===== config.mk =====
export PLATFORM = sky130hd
export DESIGN_NAME = blowfish128_host_driver_flat
export DESIGN_NICKNAME = d
export VERILOG_FILES = /design/src/rtl/blowfish128_host_driver_if.sv /design/src/rtl/blowfish128_host_driver.sv /design/src/flat_wrapper.sv
export SDC_FILE = /design/constraint.sdc
export NUM_CORES = 2
export LEC_CHECK = 0
export ABC_CLOCK_PERIOD_IN_PS = 2200
export CAP_MARGIN = 10
export CORE_AREA = 2 2 612 614
export CTS_BUF_LIST = sky130_fd_sc_hd__clkbuf_16
export DETAILED_ROUTE_END_ITERATION = 8
export DIE_AREA = 0 0 614 616
export SKIP_CTS_REPAIR_TIMING = 1
export SLEW_MARGIN = 20
export SYNTH_ARGS = -nofsm -noshare
export SYNTH_HDL_FRONTEND = slang
export SYNTH_SLANG_ARGS = --single-unit

===== constraint.sdc =====
create_clock -name Clk -period 2.2 [get_ports Clk]
set_input_delay 0.44 -clock Clk [delete_from_list [all_inputs] [get_ports Clk]]
set_output_delay 0.44 -clock Clk [all_outputs]
set_load 0.005 [all_outputs]

===== src/rtl/blowfish128_host_driver_if.sv =====
// Host-side bundle for blowfish128_host_driver: key config, input/output
// block streams, core drive/return signals and status.
interface blowfish128_host_driver_if;
    logic         cfg_load;
    logic [511:0] cfg_key;
    logic [3:0]   cfg_key_length;
    logic         cfg_err;

    logic         s_valid;
    logic         s_ready;
    logic [127:0] s_data;
    logic         s_encrypt;

    logic         m_valid;
    logic         m_ready;
    logic [127:0] m_data;
    logic         m_encrypt;

    logic         core_enable;
    logic         core_encrypt;
    logic [127:0] core_plaintext;
    logic [511:0] core_key;
    logic [3:0]   core_key_length;
    logic [127:0] core_cipher;
    logic         core_ready;

    logic         err_timeout;
    logic [15:0]  blk_count;

    // Driver side
    modport master (
        input  cfg_load, cfg_key, cfg_key_length,
        input  s_valid, s_data, s_encrypt,
        input  m_ready,
        input  core_cipher, core_ready,
        output cfg_err, s_ready,
        output m_valid, m_data, m_encrypt,
        output core_enable, core_encrypt, core_plaintext, core_key, core_key_length,
        output err_timeout, blk_count
    );

    // Host / core environment side
    modport slave (
        output cfg_load, cfg_key, cfg_key_length,
        output s_valid, s_data, s_encrypt,
        output m_ready,
        output core_cipher, core_ready,
        input  cfg_err, s_ready,
        input  m_valid, m_data, m_encrypt,
        input  core_enable, core_encrypt, core_plaintext, core_key, core_key_length,
        input  err_timeout, blk_count
    );
endinterface


===== src/rtl/blowfish128_host_driver.sv =====
// Host-side initiator for blowfish128_top: accepts one block at a time,
// runs it through the core, returns the result, enforces an Enable-low gap
// and aborts a hung core with a watchdog.
module blowfish128_host_driver #(
    parameter int unsigned GAP_CYCLES = 2,
    parameter int unsigned TIMEOUT    = 1024
) (
    input  logic                          Clk,
    input  logic                          RstN,
    blowfish128_host_driver_if.master     bus
);

    localparam int unsigned WD_W  = (TIMEOUT > 1) ? $clog2(TIMEOUT) : 1;
    localparam int unsigned GAP_W = $clog2(GAP_CYCLES + 2);

    localparam logic [1:0] S_IDLE = 2'd0;
    localparam logic [1:0] S_RUN  = 2'd1;
    localparam logic [1:0] S_OUT  = 2'd2;
    localparam logic [1:0] S_GAP  = 2'd3;

    logic [1:0]       state_q, state_d;
    logic [WD_W-1:0]  wd_q, wd_d;
    logic [GAP_W-1:0] gap_q, gap_d;
    logic [511:0]     key_q, key_d;
    logic [3:0]       klen_q, klen_d;
    logic [127:0]     pt_q, pt_d;
    logic             enc_q, enc_d;
    logic             en_q, en_d;
    logic [127:0]     mdata_q, mdata_d;
    logic             menc_q, menc_d;
    logic             mvalid_q, mvalid_d;
    logic             cfgerr_q, cfgerr_d;
    logic             tmo_q, tmo_d;
    logic [15:0]      cnt_q, cnt_d;

    logic             s_ready_c;
    logic             accept_c;
    logic             len_ok_c;
    logic             wd_last_c;
    logic             gap_done_c;

    // Key load has priority over block acceptance; nothing accepted in reset
    assign s_ready_c  = RstN && (state_q == S_IDLE) && !bus.cfg_load;
    assign accept_c   = s_ready_c && bus.s_valid;
    assign len_ok_c   = (bus.cfg_key_length != 4'd0) && (bus.cfg_key_length <= 4'd8);
    assign wd_last_c  = (wd_q == WD_W'(TIMEOUT - 1));
    assign gap_done_c = ((32'(gap_q) + 32'd1) >= GAP_CYCLES);

    // State and datapath registers with synchronous active-low reset
    always_ff @(posedge Clk) begin
        if (!RstN) begin
            state_q  <= S_IDLE;
            wd_q     <= '0;
            gap_q    <= '0;
            key_q    <= '0;
            klen_q   <= '0;
            pt_q     <= '0;
            enc_q    <= 1'b0;
            en_q     <= 1'b0;
            mdata_q  <= '0;
            menc_q   <= 1'b0;
            mvalid_q <= 1'b0;
            cfgerr_q <= 1'b0;
            tmo_q    <= 1'b0;
            cnt_q    <= '0;
        end else begin
            state_q  <= state_d;
            wd_q     <= wd_d;
            gap_q    <= gap_d;
            key_q    <= key_d;
            klen_q   <= klen_d;
            pt_q     <= pt_d;
            enc_q    <= enc_d;
            en_q     <= en_d;
            mdata_q  <= mdata_d;
            menc_q   <= menc_d;
            mvalid_q <= mvalid_d;
            cfgerr_q <= cfgerr_d;
            tmo_q    <= tmo_d;
            cnt_q    <= cnt_d;
        end
    end

    // Next-state and next-output logic
    always_comb begin
        state_d  = state_q;
        wd_d     = wd_q;
        gap_d    = gap_q;
        key_d    = key_q;
        klen_d   = klen_q;
        pt_d     = pt_q;
        enc_d    = enc_q;
        en_d     = en_q;
        mdata_d  = mdata_q;
        menc_d   = menc_q;
        mvalid_d = mvalid_q;
        cfgerr_d = 1'b0;
        tmo_d    = tmo_q;
        cnt_d    = cnt_q;

        // Key set may only change while no block is in flight
        if (bus.cfg_load) begin
            if ((state_q == S_IDLE) && len_ok_c) begin
                key_d  = bus.cfg_key;
                klen_d = bus.cfg_key_length;
            end else begin
                cfgerr_d = 1'b1;
            end
        end

        case (state_q)
            S_IDLE: begin
                if (accept_c) begin
                    pt_d    = bus.s_data;
                    enc_d   = bus.s_encrypt;
                    en_d    = 1'b1;
                    wd_d    = '0;
                    state_d = S_RUN;
                end
            end
            S_RUN: begin
                if (bus.core_ready) begin
                    mdata_d  = bus.core_cipher;
                    menc_d   = enc_q;
                    mvalid_d = 1'b1;
                    en_d     = 1'b0;
                    cnt_d    = cnt_q + 16'd1;
                    state_d  = S_OUT;
                end else if (wd_last_c) begin
                    tmo_d   = 1'b1;
                    en_d    = 1'b0;
                    gap_d   = '0;
                    state_d = S_GAP;
                end else begin
                    wd_d = wd_q + WD_W'(1);
                end
            end
            S_OUT: begin
                if (bus.m_ready) begin
                    mvalid_d = 1'b0;
                    gap_d    = '0;
                    state_d  = S_GAP;
                end
            end
            S_GAP: begin
                // A core still signalling ready holds us here indefinitely
                if (gap_done_c && !bus.core_ready) begin
                    state_d = S_IDLE;
                end else if (!gap_done_c) begin
                    gap_d = gap_q + GAP_W'(1);
                end
            end
            default: begin
                state_d = S_IDLE;
            end
        endcase
    end

    assign bus.s_ready         = s_ready_c;
    assign bus.cfg_err         = cfgerr_q;
    assign bus.m_valid         = mvalid_q;
    assign bus.m_data          = mdata_q;
    assign bus.m_encrypt       = menc_q;
    assign bus.core_enable     = en_q;
    assign bus.core_encrypt    = enc_q;
    assign bus.core_plaintext  = pt_q;
    assign bus.core_key        = key_q;
    assign bus.core_key_length = klen_q;
    assign bus.err_timeout     = tmo_q;
    assign bus.blk_count       = cnt_q;

endmodule


===== src/flat_wrapper.sv =====
// flat-port wrapper written by rule: the top's interface ports become plain ports
module blowfish128_host_driver_flat 
#(
    parameter int unsigned GAP_CYCLES = 2,
    parameter int unsigned TIMEOUT    = 1024
)
  (Clk, RstN, bus_cfg_load, bus_cfg_key, bus_cfg_key_length, bus_s_valid, bus_s_data, bus_s_encrypt, bus_m_ready, bus_core_cipher, bus_core_ready, bus_cfg_err, bus_s_ready, bus_m_valid, bus_m_data, bus_m_encrypt, bus_core_enable, bus_core_encrypt, bus_core_plaintext, bus_core_key, bus_core_key_length, bus_err_timeout, bus_blk_count);
  blowfish128_host_driver_if bus_i ();
  input  logic Clk;
  input  logic RstN;
  input wire logic [$bits(bus_i.cfg_load)-1:0] bus_cfg_load;
  input wire logic [$bits(bus_i.cfg_key)-1:0] bus_cfg_key;
  input wire logic [$bits(bus_i.cfg_key_length)-1:0] bus_cfg_key_length;
  input wire logic [$bits(bus_i.s_valid)-1:0] bus_s_valid;
  input wire logic [$bits(bus_i.s_data)-1:0] bus_s_data;
  input wire logic [$bits(bus_i.s_encrypt)-1:0] bus_s_encrypt;
  input wire logic [$bits(bus_i.m_ready)-1:0] bus_m_ready;
  input wire logic [$bits(bus_i.core_cipher)-1:0] bus_core_cipher;
  input wire logic [$bits(bus_i.core_ready)-1:0] bus_core_ready;
  output wire logic [$bits(bus_i.cfg_err)-1:0] bus_cfg_err;
  output wire logic [$bits(bus_i.s_ready)-1:0] bus_s_ready;
  output wire logic [$bits(bus_i.m_valid)-1:0] bus_m_valid;
  output wire logic [$bits(bus_i.m_data)-1:0] bus_m_data;
  output wire logic [$bits(bus_i.m_encrypt)-1:0] bus_m_encrypt;
  output wire logic [$bits(bus_i.core_enable)-1:0] bus_core_enable;
  output wire logic [$bits(bus_i.core_encrypt)-1:0] bus_core_encrypt;
  output wire logic [$bits(bus_i.core_plaintext)-1:0] bus_core_plaintext;
  output wire logic [$bits(bus_i.core_key)-1:0] bus_core_key;
  output wire logic [$bits(bus_i.core_key_length)-1:0] bus_core_key_length;
  output wire logic [$bits(bus_i.err_timeout)-1:0] bus_err_timeout;
  output wire logic [$bits(bus_i.blk_count)-1:0] bus_blk_count;
  assign bus_i.cfg_load = bus_cfg_load;
  assign bus_i.cfg_key = bus_cfg_key;
  assign bus_i.cfg_key_length = bus_cfg_key_length;
  assign bus_i.s_valid = bus_s_valid;
  assign bus_i.s_data = bus_s_data;
  assign bus_i.s_encrypt = bus_s_encrypt;
  assign bus_i.m_ready = bus_m_ready;
  assign bus_i.core_cipher = bus_core_cipher;
  assign bus_i.core_ready = bus_core_ready;
  assign bus_cfg_err = bus_i.cfg_err;
  assign bus_s_ready = bus_i.s_ready;
  assign bus_m_valid = bus_i.m_valid;
  assign bus_m_data = bus_i.m_data;
  assign bus_m_encrypt = bus_i.m_encrypt;
  assign bus_core_enable = bus_i.core_enable;
  assign bus_core_encrypt = bus_i.core_encrypt;
  assign bus_core_plaintext = bus_i.core_plaintext;
  assign bus_core_key = bus_i.core_key;
  assign bus_core_key_length = bus_i.core_key_length;
  assign bus_err_timeout = bus_i.err_timeout;
  assign bus_blk_count = bus_i.blk_count;
  blowfish128_host_driver #(.GAP_CYCLES(GAP_CYCLES), .TIMEOUT(TIMEOUT)) u_core (.Clk(Clk), .RstN(RstN), .bus(bus_i));
endmodule

Word-level counts from Yosys, hierarchy flattened
Index checks and enable logic that the tools add are counted.

word-level totals
  register bits after elaboration = 808
  word-level logic and storage cells = 82

cells by class
  $add $sub $neg = 4
  magnitude comparators = 2
  eq/ne operators = 14
  mux-type cells = 24
  bitwise gates (word level) = 1
  reduce and logical (&&, ||, !) cells = 23

operators by type and width
  cell                                                                 number
  greater-or-equal comparator 32 x 2 -> 1 bit (second input constant)  1
  two-way mux 10 bit                                                   3
  two-way mux 2 bit                                                    10
  case mux 10 bit (2 select lines)                                     1
  adder 16 x 1 -> 16 bit (second input constant)                       1
  != test 2 bit (second input constant)                                6
  adder 10 x 1 -> 10 bit (second input constant)                       1
  == test 10 bit (second input constant)                               1
  AND reduction 3 bit                                                  3
  case mux 2 bit (4 select lines)                                      1
  AND reduction 2 bit                                                  4
  AND reduction 4 bit                                                  2
  logical AND 1 bit                                                    6
  two-way mux 1 bit                                                    6
  != test 2 x 1 -> 1 bit (second input constant)                       3
  case mux 2 bit (3 select lines)                                      1
  AND reduction 6 bit                                                  1
  == test 2 bit (second input constant)                                2
  <= comparator 4 bit (second input constant)                          1
  case mux 1 bit (2 select lines)                                      2
  nonzero test 2 bit                                                   2
  nonzero test 4 bit                                                   1
  adder 2 x 1 -> 3 bit (second input constant)                         1
  != test 3 x 2 -> 1 bit (second input constant)                       1
  6 further kinds                                                      7

Depth between registers and ports, before layout
  depth in word-level cells = 6
  depth in mapped cells = 9

Worst setup path before layout
No wires, ideal clock.

  path kind = input -> register
  from = input port bus_cfg_key_length[3]
  to = register u_core.key_q[100], in the netlist u_core.bus.core_key[100]
  library setup time = 128 ps
  arrival = 1819 ps
  data required time = 2072 ps
  slack = 254 ps
  stages on the path = 8
  cell sequence = or4_1 -> and4_1 -> buf_2 -> buf_6 -> buf_6 -> buf_6 -> nand3_1 -> o21ai_1

between the ends
  longest elaborated chain between the ends = 4
  elaborated cells on any way between the ends = 5
  classes of those cells = order compare: 1; reduce/logical: 4

ends and longest elaborated chain
  what                                                              RTL line                        source
  start: declaration                                                flat_wrapper.sv:13              input wire logic [$bits(bus_i.cfg_key_length)-1:0] bus_cfg_key_length;
  <= comparator 4 bit / nonzero test 4 bit (equally long branches)  blowfish128_host_driver.sv:45   assign len_ok_c = (bus.cfg_key_length != 4'd0) && (bus.cfg_key_length <= 4'd8);
  logical AND 1 bit *                                               blowfish128_host_driver.sv:45
  logical AND 1 bit *                                               blowfish128_host_driver.sv:103  if ((state_q == S_IDLE) && len_ok_c) begin
  AND reduction 2 bit (no source line) *                            -
  end signal: assignment                                            blowfish128_host_driver.sv:70   key_q <= key_d;
  end: declaration                                                  blowfish128_host_driver.sv:24   logic [511:0] key_q, key_d;

Mark *: on every way between the ends. The rest lies on a longest branch, timed or not.
A chain may end at the register's enable or synchronous reset.

Worst setup path after layout
  from = register u_core.state_q[1]
  to = output port bus_s_ready

between the ends
  longest elaborated chain between the ends = 3

ends and longest elaborated chain
  what                            RTL line                       source
  start: declaration              blowfish128_host_driver.sv:21  logic [1:0] state_q, state_d;
  start signal: assignment        blowfish128_host_driver.sv:67  state_q <= state_d;
  logical NOT 2 bit               blowfish128_host_driver.sv:43  assign s_ready_c = RstN && (state_q == S_IDLE) && !bus.cfg_load;
  logical AND 1 bit (2 in a row)  blowfish128_host_driver.sv:43
  end: declaration                flat_wrapper.sv:21             output wire logic [$bits(bus_i.s_ready)-1:0] bus_s_ready;

No other way between the ends.

==> impl_metrics.json <==
{
  "worstHoldStart": "RstN",
  "violations": "negative setup slack",
  "cts-buffers-inserted": 111,
  "cp_max_fo": 5,
  "min_path_type": "in2reg",
  "power.leakage_nw": 29.6,
  "use_met2_pct": 24.9,
  "r2r-start": "u_core.state_q[1]",
  "htreeDepth": 3,
  "drv_cap": 0,
  "r2r_cells": 10,
  "fmax_mhz": 401,
  "fin_ws_ns": -0.294,
  "grtUsageMet3_pct": 7.14,
  "cts.clk_slew.worst_paths_ns": 0.06,
  "routed_via_density": 3.20,
  "peakVddDrop_mv": 0.628,
  "cts_sinks": 808,
  "ys_warn_count": 0,
  "cp.required_ns": 1.76,
  "grt_pass1_vias": 30494,
  "drcViolationCount": 0,
  "worst_pin_slew_ns": 0.664,
  "status": "complete, but fails checks",
  "ys.flop_type": "dfxtp_1",
  "avgSynthCellArea_um2": 8.05,
  "hold_viol_final": 0,
  "r2r_setup_slack_ns": 0,
  "worstSkewPairLatency_ns": 0.85,
  "nFillCells": 42030,
  "rsz0062_at_grt": "yes",
  "io_buffers": 1573,
  "worstPathArrival_ns": 2.05,
  "synth_edf_count": 0,
  "drive_gt1_share_pct": 9.53,
  "ios": 1574,
  "grtUsageMet1_pct": 15.5,
  "die_x_um": 614,
  "cts_tree": "done",
  "antenna_found_initial": 229,
  "worst_clock_skew_ns": 0.0358,
  "syn_nets": 4425,
  "post-route-cell-area_um2": 57000,
  "hold_depth": 3,
  "root_buffer": "clkbuf_16",
  "grt-ovfl-total": 0,
  "synth_area_um2": 29300,
  "hold_end": "u_core.wd_q[2]",
  "hpwlAfterDp_um": 255000,
  "grtUsageTotal_pct": 14.7,
  "ys_seq_area_share_pct": 55.2,
  "ys_types": 46,
  "async_flop_share_pct": 0,
  "timing.hold.ws_ns": 0.0639,
  "power_density_nw_per_um2": 860,
  "yosys_register_bits": 808,
  "clk_path_buf_depth": 4,
  "ant_nets": 0,
  "gp_congestion": 0.932,
  "cp-start-kind": "flop",
  "period_minus_slack_ns": 2.49,
  "start_util_pct": 7.89,
  "syn_inst": 3638,
  "timing.rr.end": "u_core.bus.core_key[20]",
  "placed_cells": 10039,
  "nets": 5982,
  "multi_input_area_um2": 11500,
  "area_delta_synth_final_pct": 94.6,
  "coreArea_um2": 371000,
  "busiest_layer": "met2",
  "dr.pass1.iters": 7,
  "routed_wl_um": 295000,
  "rows": 224,
  "register_area_um2": 16300,
  "dpl_cell_area_um2": 51400,
  "finalSetupViolCount": 1,
  "relSlewSlack_pct": 55.7,
  "post-route-period-util_pct": 113,
  "die_h_um": 616,
  "maxSlewViolCount": 0,
  "fin_setup_tns_ns": -0.294,
  "dieArea_um2": 378000,
  "crit_path_end_kind": "output pin",
  "first_iter_violations": 2314,
  "grt_pass1_wl_um": 356000,
  "num_vias": 32958,
  "wire_per_inst_um": 28.7,
  "final_cells": 10286,
  "path_class": "reg2out",
  "grt_max_degree": 114
}
final cells by class:
class,count,share of cell area [%]
sequential,808,28.5
antenna,38,0.167
clock buffer,112,4.92
clock inverter,82,1.20
tap,4972,10.9
inverter,11,0.0813
multi-input combinational,2494,20.1
timing repair buffer,1769,34.1
worst max-delay path: stages (launching register included):
cell and delay [ns]:
dfxtp_2 0.32, inv_2 0.07, ha_4 0.16, buf_12 0.09
buf_6 0.11, inv_2 0.05, nor3_4 0.18, buf_6 0.14
buf_12 0.09
worst max-delay path by stage:
stage                                startpoint                        to  slack [ns]  depth (start not counted)
final                         u_core.state_q[1]               bus_s_ready       -0.29                          8
after global routing          u_core.state_q[1]               bus_s_ready       -0.39                          8
after CTS                     u_core.state_q[1]               bus_s_ready       -0.80                          8
after detailed placement  bus_cfg_key_length[0]   u_core.bus.core_key[99]       -0.44                          7
after global placement    bus_cfg_key_length[0]   u_core.bus.core_key[79]       -0.42                          7
after floorplan           bus_cfg_key_length[3]  u_core.bus.core_key[100]        0.25                          8
cells by family after synthesis:
family / after synthesis / synth area share, %
multiplexers: 2 / 0.0684
flip-flops: 808 / 55.2
AO/OA/AOI/OAI: 832 / 14.6
XOR/XNOR: 9 / 0.269
AND/OR/NAND/NOR: 1643 / 23.7
buffers and inverters: 336 / 5.79
adder cells (fa/ha/maj): 8 / 0.342
stage by stage:
stage                     setup slack [ns]  power (mW)  util, %
final                               -0.294        49.0     15.3
after global routing                -0.387        51.3     15.3
after CTS                           -0.796        50.0     14.8
after detailed placement            -0.439        31.3     13.9
after global placement              -0.422        31.3     13.9
after floorplan                      0.254        21.5        -
registers in the layout (all words and copies together) (netlist names), 2 cells and up:
name,count
u_core.wd_q,10
u_core.bus.core_plaintext,128
u_core.bus.core_key_length,4
u_core.bus.m_data,128
u_core.bus.blk_count,16
u_core.gap_q,2
u_core.bus.core_key,512
u_core.state_q,2
cell usage in the layout, fill, tap and decap left out, types with 5 or more instances in the layout:
cell type        synthesis  layout
clkinvlp_4               0       6
buf_6                   54      14
clkdlybuf4s50_1          0     829
dfxtp_4                  0       9
nand2_1               1055    1054
o21ai_1                480     482
dlymetal6s2s_1           0     649
inv_6                    0       7
buf_4                    0     183
bufinv_16                0       9
diode_2                  0      38
a21oi_1                143     142
a31oi_1                  6       6
inv_1                   10      34
nand4_1                  8       8
xor2_1                   6       6
nor3_1                   8       6
buf_16                   0       5
clkbuf_16                0     117
clkinv_2                 0      12
clkinv_1                 1      15
nor2_1                  15      15
dfxtp_2                  0      37
nand3_1                530     530
ha_1                     8       7
clkbuf_2                 0      30
buf_12                   0      49
dfxtp_1                808     762
o21ai_0                175     173
Yosys cell counts (2+ instances only):
cell          n  area [µm²]
nor2_1       15        56.3
buf_2        23         115
dfxtp_1     808       16200
and2_1        4        25.0
nand4_1       8        50.1
xnor2_1       3        26.3
o21ai_0     175         876
or4_1         4        30.0
o41ai_1       2        17.5
nand2_1    1055        3960
clkbuf_1    187         702
mux2i_1       2        20.0
nand2b_1      2        12.5
or3_1         4        25.0
nor3_1        8        40.0
a31o_2        4        35.0
o2111ai_1     2        17.5
inv_1        10        37.5
a211oi_1      2        15.0
and4_1        5        43.8
ha_1          8         100
a21oi_1     143         716
a41oi_1       3        26.3
xor2_1        6        52.6
a21o_1        2        15.0
o21ai_1     480        2400
buf_6        54         608
buf_1        61         229
nor2b_1       2        12.5
a31oi_1       6        37.5
nand3_1     530        2650
o31ai_1       4        30.0
and3_1        3        18.8
per-layer routing:
metal | up-vias | part of all wire, %
met5 | - | 0.031
met4 | 14 | 5.7
met3 | 665 | 12
met2 | 1671 | 47
met1 | 15207 | 35
li1 | 15401 | -
power by group:
| part | switching, mW | total (mW) | internal, mW | leakage [nW] |
|---|---|---|---|---|
| clock | 7.91 | 18.2 | 10.3 | 1.80 |
| combinational | 7.68 | 13.5 | 5.83 | 21.2 |
| sequential | 0.999 | 17.3 | 16.3 | 6.61 |
Power figures use the tool's default switching activity.
